File: config.mk
export PLATFORM = sky130hd
export DESIGN_NAME = seven_seg_scan
export DESIGN_NICKNAME = d
export VERILOG_FILES = /design/src/rtl/seven_seg_scan.sv
export SDC_FILE = /design/constraint.sdc
export NUM_CORES = 1
export LEC_CHECK = 0
export BUFFER_PORTS_ARGS = -buffer_cell sky130_fd_sc_hd__clkbuf_2
export CAP_MARGIN = 20
export CORE_ASPECT_RATIO = 2
export CORE_MARGIN = 4
export CORE_UTILIZATION = 37
export DETAILED_ROUTE_END_ITERATION = 8
export SYNTH_ARGS = -nofsm -noshare
export SYNTH_HDL_FRONTEND = slang
export SYNTH_SLANG_ARGS = --single-unit
File: constraint.sdc
create_clock -name clk -period 3.33 [get_ports clk]
set_input_delay 0.333 -clock clk [delete_from_list [all_inputs] [get_ports clk]]
set_output_delay 0.333 -clock clk [all_outputs]
set_load 0.02 [all_outputs]
File: src/rtl/seven_seg_scan.sv
// ---------------------------------------------------------------------------
// seven_seg_scan
//   Time-multiplexed hex display driver for NUM_DIGITS common-anode
//   seven-segment digits that share one active-low segment bus. A packed hex
//   value (and per-digit decimal points) is captured into shadow registers on
//   a load strobe. A prescaled refresh counter then walks a digit index.
//   Each digit stays selected for REFRESH_DIV clock cycles.
//
//   Optional feature macro: SEG_BLINK_EN
//     defined   -> adds blink_mask input and a blink phase counter; while the
//                  phase is 1, digits flagged in blink_mask are blanked.
//     undefined -> no blink_mask port, no blink counter.
//
// Ports
//   clk         in   system clock, rising edge
//   reset_n     in   asynchronous active-low reset
//   load        in   capture value/dp_in into the shadow registers (level)
//   value       in   4*NUM_DIGITS packed nibbles, nibble i -> digit i
//   dp_in       in   NUM_DIGITS decimal point requests, active-high
//   blank_mask  in   NUM_DIGITS force-dark mask, active-high, sampled live
//   lz_blank    in   leading-zero blanking enable, sampled live
//   blink_mask  in   NUM_DIGITS blink enables (SEG_BLINK_EN only)
//   seg         out  segments {g,f,e,d,c,b,a}, active-low
//   dp          out  decimal point, active-low
//   digit_sel   out  NUM_DIGITS digit enables, active-low, one-cold
//   frame_done  out  one-cycle pulse aligned with digit 0 after each full scan
// ---------------------------------------------------------------------------
module seven_seg_scan #(
  parameter int NUM_DIGITS  = 4,
  parameter int REFRESH_DIV = 50000,
  parameter int BLINK_DIV   = 25000000
) (
  input  logic                    clk,
  input  logic                    reset_n,
  input  logic                    load,
  input  logic [4*NUM_DIGITS-1:0] value,
  input  logic [NUM_DIGITS-1:0]   dp_in,
  input  logic [NUM_DIGITS-1:0]   blank_mask,
  input  logic                    lz_blank,
`ifdef SEG_BLINK_EN
  input  logic [NUM_DIGITS-1:0]   blink_mask,
`endif
  output logic [6:0]              seg,
  output logic                    dp,
  output logic [NUM_DIGITS-1:0]   digit_sel,
  output logic                    frame_done
);

  // Counter widths are kept at least 1 bit so degenerate parameters
  // (REFRESH_DIV=1, NUM_DIGITS=1) still elaborate cleanly.
  localparam int PW = (REFRESH_DIV > 1) ? $clog2(REFRESH_DIV) : 1;
  localparam int IW = (NUM_DIGITS > 1) ? $clog2(NUM_DIGITS) : 1;

  localparam logic [PW-1:0] PRESC_LAST = PW'(REFRESH_DIV - 1);
  localparam logic [IW-1:0] IDX_LAST   = IW'(NUM_DIGITS - 1);

  // Shadow registers
  logic [4*NUM_DIGITS-1:0] shadow_val_q, shadow_val_d;
  logic [NUM_DIGITS-1:0]   shadow_dp_q, shadow_dp_d;

  // Scan state
  logic [PW-1:0] presc_q, presc_d;
  logic [IW-1:0] idx_q, idx_d;
  logic          wrap_q, wrap_d;

  // Registered outputs
  logic [6:0]            seg_q, seg_d;
  logic                  dp_q, dp_d;
  logic [NUM_DIGITS-1:0] sel_q, sel_d;
  logic                  frame_q, frame_d;

  // Combinational helpers
  logic                  presc_term;
  logic [3:0]            cur_nib;
  logic                  cur_dp;
  logic                  cur_blank;
  logic                  zero_run;
  logic [NUM_DIGITS-1:0] lz_vec;
  logic [NUM_DIGITS-1:0] blank_vec;

`ifdef SEG_BLINK_EN
  localparam int BW = (BLINK_DIV > 1) ? $clog2(BLINK_DIV) : 1;
  localparam logic [BW-1:0] BLINK_LAST = BW'(BLINK_DIV - 1);

  logic [BW-1:0] blink_cnt_q, blink_cnt_d;
  logic          blink_phase_q, blink_phase_d;
`endif

  function automatic logic [6:0] hex_to_seg(input logic [3:0] h);
    logic [6:0] s;
    case (h)
      4'h0:    s = 7'h40;
      4'h1:    s = 7'h79;
      4'h2:    s = 7'h24;
      4'h3:    s = 7'h30;
      4'h4:    s = 7'h19;
      4'h5:    s = 7'h12;
      4'h6:    s = 7'h02;
      4'h7:    s = 7'h78;
      4'h8:    s = 7'h00;
      4'h9:    s = 7'h10;
      4'hA:    s = 7'h08;
      4'hB:    s = 7'h03;
      4'hC:    s = 7'h46;
      4'hD:    s = 7'h21;
      4'hE:    s = 7'h06;
      default: s = 7'h0E;
    endcase
    return s;
  endfunction

  // Shadow capture: level-sampled load, otherwise hold.
  always_comb begin
    shadow_val_d = shadow_val_q;
    shadow_dp_d  = shadow_dp_q;
    if (load) begin
      shadow_val_d = value;
      shadow_dp_d  = dp_in;
    end
  end

  // Refresh prescaler and digit index.
  always_comb begin
    presc_term = (presc_q == PRESC_LAST);
    presc_d    = presc_term ? '0 : presc_q + 1'b1;
    idx_d      = idx_q;
    wrap_d     = 1'b0;
    if (presc_term) begin
      if (idx_q == IDX_LAST) begin
        idx_d  = '0;
        wrap_d = 1'b1;
      end else begin
        idx_d  = idx_q + 1'b1;
      end
    end
  end

`ifdef SEG_BLINK_EN
  always_comb begin
    blink_cnt_d   = (blink_cnt_q == BLINK_LAST) ? '0 : blink_cnt_q + 1'b1;
    blink_phase_d = (blink_cnt_q == BLINK_LAST) ? ~blink_phase_q : blink_phase_q;
  end
`endif

  // Blanking and decode for the currently indexed digit.
  always_comb begin
    // Walk from the most significant nibble down; zero_run stays high while
    // every nibble from the top down to digit i is zero. Digit 0 is exempt
    // so an all-zero value still shows a single "0".
    zero_run = 1'b1;
    lz_vec   = '0;
    for (int i = NUM_DIGITS - 1; i >= 0; i--) begin
      zero_run  = zero_run & (shadow_val_q[4*i +: 4] == 4'h0);
      lz_vec[i] = zero_run & (i > 0);
    end

    blank_vec = blank_mask | (lz_blank ? lz_vec : '0);
`ifdef SEG_BLINK_EN
    blank_vec = blank_vec | (blink_phase_q ? blink_mask : '0);
`endif

    cur_nib   = 4'h0;
    cur_dp    = 1'b0;
    cur_blank = 1'b0;
    sel_d     = '1;
    for (int i = 0; i < NUM_DIGITS; i++) begin
      if (idx_q == IW'(i)) begin
        cur_nib   = shadow_val_q[4*i +: 4];
        cur_dp    = shadow_dp_q[i];
        cur_blank = blank_vec[i];
        sel_d[i]  = 1'b0;
      end
    end

    // A blanked digit stays selected so every digit keeps equal duty cycle.
    seg_d   = cur_blank ? 7'h7F : hex_to_seg(cur_nib);
    dp_d    = cur_blank ? 1'b1 : ~cur_dp;
    // wrap_q marks the edge where the index returned to 0, so the pulse
    // lands together with digit 0's registered outputs.
    frame_d = wrap_q;
  end

  always_ff @(posedge clk or negedge reset_n) begin
    if (!reset_n) begin
      shadow_val_q  <= '0;
      shadow_dp_q   <= '0;
      presc_q       <= '0;
      idx_q         <= '0;
      wrap_q        <= 1'b0;
      seg_q         <= 7'h7F;
      dp_q          <= 1'b1;
      sel_q         <= '1;
      frame_q       <= 1'b0;
`ifdef SEG_BLINK_EN
      blink_cnt_q   <= '0;
      blink_phase_q <= 1'b0;
`endif
    end else begin
      shadow_val_q  <= shadow_val_d;
      shadow_dp_q   <= shadow_dp_d;
      presc_q       <= presc_d;
      idx_q         <= idx_d;
      wrap_q        <= wrap_d;
      seg_q         <= seg_d;
      dp_q          <= dp_d;
      sel_q         <= sel_d;
      frame_q       <= frame_d;
`ifdef SEG_BLINK_EN
      blink_cnt_q   <= blink_cnt_d;
      blink_phase_q <= blink_phase_d;
`endif
    end
  end

  assign seg        = seg_q;
  assign dp         = dp_q;
  assign digit_sel  = sel_q;
  assign frame_done = frame_q;

endmodule
# Word level (Yosys, flattened, before mapping)
# Memory sizes are Yosys's and may differ from the RTL's.
# Cells that the tools add are included.
# W data, S select, Z words.
[word_totals]
output_inout_bits = 13
latchBits = 0
mem_bits_rw = 0
ff_bits = 52
n_memories = 1
elab_cells = 47
input_bits = 28
mem_bits_ro = 112
[op_classes]
n_lt_le_gt_ge = 0
n_shift = 0
mul = 0
n_div = 0
n_mux = 23
add_sub_neg = 2
n_eq_ne = 4
n_bitwise = 4
n_reduce_logical = 4
[memory_table]
columns = ["name", "depth", "word_bits", "read_ports", "rd_clocked_by_memory_dff", "write_ports", "line_no", "rtl"]
rows = [
  ["(name not given)", 16, 7, 1, 0, 0, "91", "case (h)"],
]
[op_table]
columns = ["operator", "n"]
rows = [
  ["$mux W4", 5],
  ["$add A16 B1 Y16 const B", 1],
  ["$eq A16 B16 Y1 const B", 1],
  ["$mux W16", 1],
  ["$mux W1", 15],
  ["$logic_not A4 Y1", 3],
  ["$mux W7", 1],
  ["$eq A2 B2 Y1 const B", 2],
  ["$or A4 B4 Y4", 1],
  ["$add A2 B1 Y2 const B", 1],
  ["$and A1 B1 Y1", 2],
  ["$eq A2 B1 Y1 const B", 1],
  ["$logic_not A2 Y1", 1],
  ["$mux W2", 1],
  ["$not A1 Y1", 1],
]

# Longest topological paths before layout
# Gate-level depths: netlist (run 1).
[logic_depth]
word_depth = 10
mapped_depth = 11
mapped_depth_nobuf = 10

# Least setup slack after synthesis (run 1)
# Ideal clock, no wire load.
[synth_timing]
path_kind = "reg-to-reg"
startpoint = "reg idx_q[1]"
endpoint = "reg seg_q[3], in the netlist seg[3]"
setup_time_ns = 0.072
n_path_buf = 1
setup_slack_ns = 1.161
stages_incl_launch_ff = 12
period_less_slack_ns = 2.169
required_ns = 3.258
arrival_time_ns = 2.098
path_cell_list = "dfrtp_1 > inv_1 > ha_1 > buf_2 > nor2b_2 > a221oi_1 > nor2_1 > inv_1 > ha_1 > nor3_1 > a211oi_1 > o21ai_1"
[synth_between]
elab_chain_len = 7
elab_cells_between_ends = 14
classes_between = "eq/ne: 3; mux: 9; reduce/logical: 1; memory: 1"
[synth_rtl]
columns = ["element", "line_no", "rtl"]
rows = [
  ["start, declared", "63", "logic [IW-1:0] idx_q, idx_d;"],
  ["start signal, assigned", "202", "idx_q <= idx_d;"],
  ["$logic_not A2 Y1", "167", "if (idx_q == IW'(i)) begin"],
  ["$mux W4 (4 in series)", "167", ""],
  ["$mem_v2 Z16 W7", "-", ""],
  ["$mux W7 (*)", "176", "seg_d = cur_blank ? 7'h7F : hex_to_seg(cur_nib);"],
  ["net seg_d[3]", "67", "logic [6:0] seg_q, seg_d;"],
  ["end signal, assigned", "204", "seg_q <= seg_d;"],
  ["end, declared", "67", ""],
]
# Mark *: on every way through the listed nets, which the timed path passes. The rest lies on a longest branch.
# A chain may end at the register's enable or synchronous reset.

# Worst setup path in the final report (run 1)
[layout_timing]
startpoint = "reg idx_q[1]"
endpoint = "reg seg_q[2], in the netlist seg[2]"
# The elaborated chain is that of the path after synthesis.

==> results_dict.tcl, run 1 <==
set metrics [dict create \
    status "finished clean" \
    peakVddDrop_mv 0.231 \
    power.density_nw_per_um2 461 \
    antenna_found_initial 0 \
    path_cells "inv_1 -> ha_1 -> nor2b_2 -> a22o_1 -> o221ai_1 -> ha_1 -> a21boi_0 -> nand2_1 -> o311ai_1" \
    cts-root-buf "clkbuf_16" \
    dr_total_vias 1847 \
    yosysSeqAreaShare 0.519 \
    cts_buffers 5 \
    synthFlopType "dfrtp_1" \
    p_leak_nw 1.33 \
    pwr-share-comb 0.118 \
    pre_cts_ws_ps 760 \
    synth_seq_cells 52 \
    cts_resized 0 \
    finalNetCount 302 \
    n_fill_cell 657 \
    worst_slew_pin_slew_ps 846 \
    clk_path_buf_depth 2 \
    grt_pass1_wl_um 9320 \
    totalWireLength_um 5730 \
    die_h_um 125 \
    period_needed_ps 2560 \
    stdcell_count 352 \
    postCtsHoldBufs 0 \
    ys_warn_count 0 \
    tritoncts "yes" \
    die_area_um2 8330 \
    period_share 0.769 \
    maxCapViolations 0 \
    diodes 0 \
    slowest_stage "o221ai_1" \
    hold_viol_final 0 \
    htree_levels 2 \
    critPathArrivalTime_ps 2740 \
    synth-edff-count 0 \
    switching_share 0.236 \
    hold_path.class "primary input to asynchronous set/reset pin" \
    syn-cell-area_um2 2540 \
    synthesis.nets 259 \
    placed_cell_area_um2 2830 \
    grt_pass1_vias 1949 \
    dp_cells 344 \
    start_util 0.383 \
    power_switching_w 0.000323 \
    gp_congestion 0.793 \
    critPathKind "flip-flop to flip-flop" \
    syn_to_final_growth_pct 17.2 \
    core_region_area_um2 6620 \
    grt_max_degree 36 \
    drt_iter0_markers 51 \
    die_w_um 66.6 \
    num_io_pins 41 \
    fmax_mhz 390 \
    finalWorstSetupSlack_ps 769 \
    clk_pin_slew_ps 60 \
    crit_top_cell "ha_1" \
    cp_data_required_time_ps 3510 \
    relSlewSlack 0.436 \
    drv_slew 0 \
    detailed_place_hpwl_um 4630 \
    skew_ps 5.45 \
    p_seq_frac 0.510 \
    clk_latency_ps 290 \
    max_stage_delay_ps 430 \
    post_cts.repair.setup_buffers 0 \
    synth_cell_types 50 \
    fin_tns_setup_ps 0 \
    grt.total_usage 0.152 \
    rsz0062_at_grt "false" \
    synthCells 220 \
    dr.pass1.iters 4 \
    start_kind "flip-flop" \
    wl_per_cell_um 16.3 \
    syn_area_per_cell_um2 11.5 \
    route.detailed.drc 0 \
    cp-end-kind "flip-flop" \
    grt-ovfl-total 0 \
    rows 42 \
    intPower_w 0.00105 \
    finalSetupViolations 0 \
    vias_per_cell 5.25 \
    async_flop_share 1.00 \
    final_design_area_no_fill_um2 2970 \
    final_cell_mix "40 x dfrtp_1, 40 x clkbuf_2, 21 x nor2_1, 20 x mux2_2, 14 x nand3_1" \
    drive_gt1_frac 0.330 \
    ant_nets 0 \
    post-route-util 0.449 \
    critical_path.max_fanout 9 \
    io_buffers 40 \
    pwr-share-clk 0.372 \
    numClockSinks 52 \
]
## cell usage after synthesis, types with 2 or more instances
| cell | count | area (um^2) |
|---|---|---|
| dfrtp_1 | 40 | 1000 |
| nor2_1 | 21 | 78.8 |
| mux2_2 | 20 | 225 |
| nand3_1 | 14 | 70.1 |
| dfstp_2 | 12 | 315 |
| nand2_1 | 12 | 45.0 |
| ha_1 | 11 | 138 |
| xor2_1 | 10 | 87.6 |
| inv_1 | 9 | 33.8 |
| nor3_1 | 5 | 25.0 |
| o21ai_1 | 5 | 25.0 |
| xnor2_1 | 4 | 35.0 |
| clkbuf_1 | 3 | 11.3 |
| nand4_1 | 3 | 18.8 |
| nor4_1 | 3 | 18.8 |
| o211ai_1 | 3 | 22.5 |
| a211oi_1 | 2 | 15.0 |
| a221o_1 | 2 | 20.0 |
| a221oi_1 | 2 | 17.5 |
| a22o_1 | 2 | 17.5 |
| and2_1 | 2 | 12.5 |
| and3_1 | 2 | 12.5 |
| buf_2 | 2 | 10.0 |
| buf_6 | 2 | 22.5 |
| nand2b_1 | 2 | 12.5 |
| o31ai_1 | 2 | 15.0 |
| or4b_1 | 2 | 20.0 |
## cell type report
type	instances	area [um^2]	area share
Multi-Input combinational cell	152	1140	0.385
Inverter	9	33.8	0.0114
Sequential cell	52	1320	0.443
Clock buffer	8	146	0.0492
Timing Repair Buffer	43	223	0.0749
Tap cell	88	110	0.0370
## metal layers
layer,global-route usage,up-vias,part of all wire
met1,0.135,909,0.31
li1,-,873,-
met3,0.0305,20,0.035
met2,0.288,45,0.60
met4,0.0970,0,0.054
met5,0,-,0
## metrics by stage
stage,total power (W),hold slack (ps)
floorplan,0.000808,37.4
detailed placement,0.000873,352
finish,0.00137,143
global placement,0.000871,341
CTS,0.00139,161
global route,0.00143,217
## worst max-delay path, delay by kind of cell (launching register included)
family | cells | cell delay (ps)
and+or+nand+nor | 2 | 240
AOI/OAI and AO/OA | 4 | 1110
adders and majority gates | 2 | 610
buffers and inverters | 1 | 100
DFF | 1 | 400
## cells by family (layout without fill, tap and decap cells)
group,count (synthesis),after routing,synth area share
multiplexers,21,21,0.0927
AND/OR/NAND/NOR,74,74,0.151
buffers and inverters,16,60,0.0306
AO/OA/AOI/OAI,32,32,0.104
flip-flops,52,52,0.519
adder cells (fa/ha/maj),11,11,0.0542
XOR/XNOR,14,14,0.0483
## power groups by stage
| stage | clock network (W) | registers (W) | logic (W) |
|---|---|---|---|
| 2_1_floorplan | 0 | 0.000718 | 0.0000899 |
| 3_3_place_gp | 0 | 0.000710 | 0.000162 |
| 3_5_place_dp | 0 | 0.000711 | 0.000163 |
| 4_1_cts | 0.000529 | 0.000699 | 0.000164 |
| 5_1_grt | 0.000553 | 0.000703 | 0.000178 |
| 6_report | 0.000510 | 0.000699 | 0.000161 |
## state kept, by name, indices dropped and copies added, names as in the netlist
name          count
digit_sel         4
frame_d           1
shadow_val_q     16
frame_done        1
shadow_dp_q       4
presc_q          16
idx_q             2
dp                1
seg               7
## final timing paths
kind	startpoint	end	slack, ps	depth (start not counted)
max in group asynchronous	reset_n	seg[0]	2470	2
min in group clk	value[8]	shadow_val_q[8]	280	2
worst max-delay path	idx_q[1]	seg[2]	770	9
worst max register to register	idx_q[1]	seg[2]	770	9
worst min register to register	frame_d	frame_done	360	0
worst min-delay path	reset_n	shadow_val_q[7]	140	1
No activity file was read; power rests on OpenSTA's default activity.
==> run 2, diff against run 1 <==
Clock period 3.33 ns to 2.4 ns, I/O delays scaled along.
==> run 2 against run 1 <==
Effect of this change:
- power rose by 40%
- die area unchanged
- worst hold slack worse by 100 ps
- critical path type unchanged
==> results_dict.tcl, run 2 (synthesized netlist as in run 1, its figures left out) <==
set metrics [dict create \
    reg2reg_depth 9 \
    grt_max_degree 53 \
    fmax_mhz 457 \
    pwr-share-clk 0.376 \
    antenna_found_initial 0 \
    cp_data_required_time_ps 2600 \
    grt_pass1_wl_um 9290 \
    power_switching_w 0.000461 \
    numClockSinks 52 \
    grt.total_usage 0.151 \
    path_delay_family "simple AND/OR/NAND/NOR gates" \
    clk_pin_slew_ps 60 \
    finalWorstSetupSlack_ps 211 \
    rsz0062_at_grt "false" \
    slowest_stage "dfrtp_1" \
    htree_levels 2 \
    max_stage_delay_ps 380 \
    pre_cts_ws_ps 99.6 \
    worst_hold_slack_ps 42.2 \
    die_w_um 66.6 \
    ant_nets 0 \
    r2r_slack_ps 210 \
    num_io_pins 41 \
    period_share 0.912 \
    crit_top_cell "ha_1" \
    critical_path.max_fanout 6 \
    cts-root-buf "clkbuf_16" \
    totalWireLength_um 5690 \
    route.detailed.drc 0 \
    power.density_nw_per_um2 634 \
    rows 42 \
    cp-end-kind "flip-flop" \
    hold_path.class "primary input to asynchronous set/reset pin" \
    status "finished clean" \
    dr_total_vias 1828 \
    peakVddDrop_mv 0.471 \
    gp_congestion 0.827 \
    worst_slew_pin_slew_ps 633 \
    pwr-share-comb 0.117 \
    core_region_area_um2 6620 \
    use_met1 0.128 \
    met3_usage 0.0368 \
    clk_latency_ps 290 \
    finalSetupViolations 0 \
    drive_gt1_frac 0.353 \
    reg2reg_from "idx_q[0]" \
    detailed_place_hpwl_um 4490 \
    die_h_um 125 \
    cts_buffers 5 \
    critPathArrivalTime_ps 2390 \
    vias_per_cell 5.12 \
    dr.pass1.iters 4 \
    drv_slew 0 \
    final_cell_mix "40 x dfrtp_1, 40 x clkbuf_2, 20 x nor2_1, 20 x mux2_2, 14 x nand3_1" \
    period_needed_ps 2190 \
    clk_path_buf_depth 2 \
    die_area_um2 8330 \
    fin_tns_setup_ps 0 \
    critPathKind "flip-flop to flip-flop" \
    maxCapViolations 0 \
    diodes 0 \
    drt_iter0_markers 66 \
    fin_total_pwr_w 0.00192 \
    p_seq_frac 0.506 \
    post-route-util 0.457 \
    worstReg2RegEnd "seg[5]" \
    met2_usage 0.300 \
    tritoncts "yes" \
    grt-ovfl-total 0 \
    path_buf_inv 2 \
    skew_ps 3.22 \
    p_leak_nw 1.35 \
    finalNetCount 307 \
    io_buffers 40 \
    path_cells "inv_1 -> ha_1 -> or2_1 -> a221oi_2 -> nor2_2 -> buf_4 -> ha_1 -> nor2_1 -> o311ai_2" \
    busiest_layer "met2" \
    relSlewSlack 0.578 \
    hold_viol_final 0 \
    intPower_w 0.00146 \
    grt_pass1_vias 1967 \
    syn_to_final_growth_pct 19.1 \
    start_kind "flip-flop" \
    wl_per_cell_um 15.9 \
    switching_share 0.241 \
    start_util 0.383 \
]
==> run 2: final cells by class <==
cell class | instances | area (um^2)
clock buffers | 7 | 143
flip-flops and latches | 52 | 1320
repair buffers | 48 | 260
well taps | 88 | 110
fillers | 645 | 3600
clock inverters | 1 | 7.51
inverters | 9 | 33.8
multi-input cells | 152 | 1150
==> run 2: what timing repair did <==
item / 4_1_cts / 5_1_grt
setup buffers: 0 / 1
resized for setup: 0 / 2
hold buffers: 0 / 0
setup endpoints to repair: 0 / 4
==> run 2: layer usage <==
layer,vias up,routed length (um)
met2,30,3530
li1,883,-
met1,901,1790
met5,-,0
met3,14,177
met4,0,189
==> run 2: how the worst max path moves through the flow <==
stage          startpoint      to  slack (ps)  cells after the start
2_1_floorplan    idx_q[1]  seg[3]         230                     11
3_3_place_gp     idx_q[0]  seg[3]         170                     10
3_5_place_dp     idx_q[0]  seg[3]         100                     10
4_1_cts          idx_q[0]  seg[3]          80                     10
5_1_grt          idx_q[0]  seg[3]          30                     10
6_report         idx_q[0]  seg[5]         210                      9
==> run 2: power by group through the flow <==
stage               clock (W)  sequential [W]  combinational (W)
global placement            0        0.000985           0.000224
floorplan                   0        0.000996           0.000125
finish               0.000721        0.000970           0.000225
detailed placement          0        0.000986           0.000225
CTS                  0.000743        0.000970           0.000225
global route         0.000776        0.000975           0.000251
==> run 2: worst register-to-register path, cell delays in order, from the launching register on <==
cell and delay [ps]:
dfrtp_1 380, inv_1 100, ha_1 240, or2_1 310
a221oi_2 220, nor2_2 90, buf_4 150, ha_1 240
nor2_1 220, o311ai_2 130
==> run 2: stage by stage <==
| stage | area [um^2] | std cells |
|---|---|---|
| 2_1_floorplan | 2540 | 220 |
| 3_3_place_gp | 2860 | 348 |
| 3_5_place_dp | 2860 | 348 |
| 4_1_cts | 3010 | 356 |
| 5_1_grt | 3020 | 357 |
| 6_report | 3020 | 357 |
==> run 3, diff against run 2 <==
Settings changed: ABC_AREA from default to 1.
==> run 3 against run 2 <==
Effect of this change:
- critical path depth rose by 4
- die area up 7.9%
- count of clock-buffer cells in the layout fell by 1
- first-iteration DRC count increased by 24%
- global-route usage fell by 1.3 points
- clock power fell by 0.6%
- core utilization is 1.4 points lower
- non-clock buffer count decreased by 5
- register-to-register slack improved by 30 ps
- area after synthesis grew 8.7%
- largest cell class unchanged
- highest routed layer unchanged
==> results_dict.tcl, run 3 <==
set metrics [dict create \
    max_stage_delay_ps 430 \
    min_path_cells 3 \
    synth_most_common_cell "nand2_1" \
    synth_common_cells "91 x nand2_1, 41 x inv_1, 40 x dfrtp_1" \
    switching_share 0.252 \
    fin_tns_setup_ps 0 \
    grt_pass1_wl_um 9850 \
    relSlewSlack 0.600 \
    r2r_slack_ps 250 \
    start_kind "flip-flop" \
    cp_data_required_time_ps 2640 \
    numClockSinks 52 \
    core_region_area_um2 7270 \
    htree_levels 2 \
    finalSetupViolations 0 \
    synth-edff-count 0 \
    tritoncts "yes" \
    yosysTopAreaCellShare 0.363 \
    final_cell_mix "91 x nand2_1, 41 x inv_1, 40 x dfrtp_1, 40 x clkbuf_2, 29 x nor2_1" \
    rows 44 \
    slowest_stage "ha_1" \
    wl_per_cell_um 12.3 \
    status "finished clean" \
    path_cells "inv_1 -> ha_1 -> inv_2 -> nand2_1 -> nand2_1 -> o21ai_1 -> ha_1 -> nand3_1 -> nand2_1 -> nand2_1 -> nand2_1 -> inv_1 -> nand2_1" \
    clk_latency_ps 290 \
    synthCells 334 \
    peakVddDrop_mv 0.404 \
    final_design_area_no_fill_um2 3220 \
    hold_path.class "primary input to flip-flop" \
    synth.top_cells.by_area "dfrtp_1 36%, nand2_1 12%, dfstp_2 11%, inv_1 5.6%, ha_1 5.0%" \
    reg2reg_from "idx_q[0]" \
    crit_top_cell "nand2_1" \
    cts_buffers 5 \
    synth_area_leader_cell "dfrtp_1" \
    synth_seq_cells 52 \
    synthFlopType "dfrtp_1" \
    synthesis.nets 373 \
    clk_path_buf_depth 2 \
    cts-root-buf "clkbuf_16" \
    cts_resized 0 \
    yosysSeqAreaShare 0.477 \
    grt-ovfl-total 0 \
    grt_max_degree 53 \
    maxCapViolations 0 \
    antenna_found_initial 0 \
    async_flop_share 1.00 \
    layout_commonest_cell "nand2_1" \
    p_seq_frac 0.497 \
    drive_gt1_frac 0.241 \
    route.detailed.drc 0 \
    hold_path.startpoint "value[14]" \
    worstReg2RegEnd "seg[0]" \
    critPathArrivalTime_ps 2390 \
    power.density_nw_per_um2 598 \
    post_cts.repair.setup_buffers 0 \
    grt.total_usage 0.139 \
    drt_iter0_markers 82 \
    totalWireLength_um 5780 \
    dp_cells 461 \
    vias_per_cell 4.67 \
    num_io_pins 41 \
    grt_pass1_vias 2156 \
    ys_warn_count 0 \
    reg2reg_depth 13 \
    drv_slew 0 \
    finalNetCount 416 \
    ant_nets 0 \
    pwr-share-comb 0.130 \
    critical_path.max_fanout 10 \
    holdPathEnd "shadow_val_q[14]" \
    diodes 0 \
    worst_slew_pin_slew_ps 600 \
    clk_pin_slew_ps 70 \
    hold_viol_final 0 \
    syn_area_per_cell_um2 8.26 \
    gp_congestion 0.907 \
    die_h_um 130 \
    cp-end-kind "flip-flop" \
    critPathKind "flip-flop to flip-flop" \
    pwr-share-clk 0.373 \
    placed_cell_area_um2 3060 \
    dr_total_vias 2193 \
    start_util 0.380 \
    fmax_mhz 464 \
    rsz0062_at_grt "false" \
    skew_ps 4.85 \
    syn-cell-area_um2 2760 \
    p_leak_nw 1.65 \
    intPower_w 0.00144 \
    power_switching_w 0.000485 \
    detailed_place_hpwl_um 4500 \
    dr.pass1.iters 4 \
    die_w_um 69.1 \
    period_needed_ps 2150 \
    die_area_um2 8990 \
    synth_cell_types 33 \
    io_buffers 40 \
    stdcell_count 470 \
    syn_to_final_growth_pct 16.6 \
    n_fill_cell 770 \
    period_share 0.898 \
    worst_hold_slack_ps 149 \
]
## run 3: cell families after synthesis
family / synth area share
AND/OR/NAND/NOR: 0.256
buffers and inverters: 0.0825
flip-flops: 0.477
AO/OA/AOI/OAI: 0.0939
adder cells (fa/ha/maj): 0.0499
multiplexers: 0.0245
XOR/XNOR: 0.0159
## run 3: critical path: cells and delay by family, from the launching register on
kind,cells,cell delay (ps)
fa+ha+maj,2,700
simple gates,7,510
flops,1,400
buf+inv,3,300
compound gates,1,190
## run 3: layout make-up
cell class,instances,area [um^2],area share
Clock buffer,6,139,0.0432
Clock inverter,2,10.0,0.00311
Multi-Input combinational cell,228,1210,0.378
Timing Repair Buffer,43,238,0.0739
Tap cell,92,115,0.0358
Inverter,47,185,0.0575
Sequential cell,52,1320,0.409
## run 3: metal layers
metal  vias up  wire, um  GRT usage
li1       1137         -          -
met4         0       133     0.0656
met2        34      3210      0.257
met1      1015      2270      0.149
met3         7       165     0.0270
met5         -         0          0
## run 3: how the worst max path moves through the flow
| stage | cells past startpoint | slack (ps) | start | endpoint |
|---|---|---|---|---|
| 6_report | 13 | 250 | idx_q[0] | seg[0] |
| 5_1_grt | 13 | 10 | idx_q[0] | seg[0] |
| 4_1_cts | 13 | 250 | idx_q[0] | seg[0] |
| 3_5_place_dp | 13 | 260 | idx_q[0] | seg[0] |
| 3_3_place_gp | 13 | 340 | idx_q[0] | seg[0] |
| 2_1_floorplan | 15 | 610 | idx_q[1] | seg[3] |
## run 3: timing repair
item | 4_1_cts | 5_1_grt
hold endpoints to repair | 40 | 0
setup endpoints to repair | 0 | 0
hold buffers | 1 | 0
## run 3: stage by stage
step | util | worst slack (ps) | power, W
finish | 0.443 | 245 | 0.00192
global route | 0.443 | 13.5 | 0.00204
CTS | 0.443 | 251 | 0.00196
detailed placement | 0.421 | 261 | 0.00123
global placement | 0.421 | 344 | 0.00123
floorplan | - | 606 | 0.00113
## run 3: power groups by stage
stage | Combinational (W) | Sequential, W | Clock (W)
after global placement | 0.000253 | 0.000973 | 0
after floorplan | 0.000146 | 0.000987 | 0
after detailed placement | 0.000255 | 0.000972 | 0
final | 0.000251 | 0.000956 | 0.000717
after CTS | 0.000257 | 0.000957 | 0.000749
after global routing | 0.000290 | 0.000962 | 0.000787
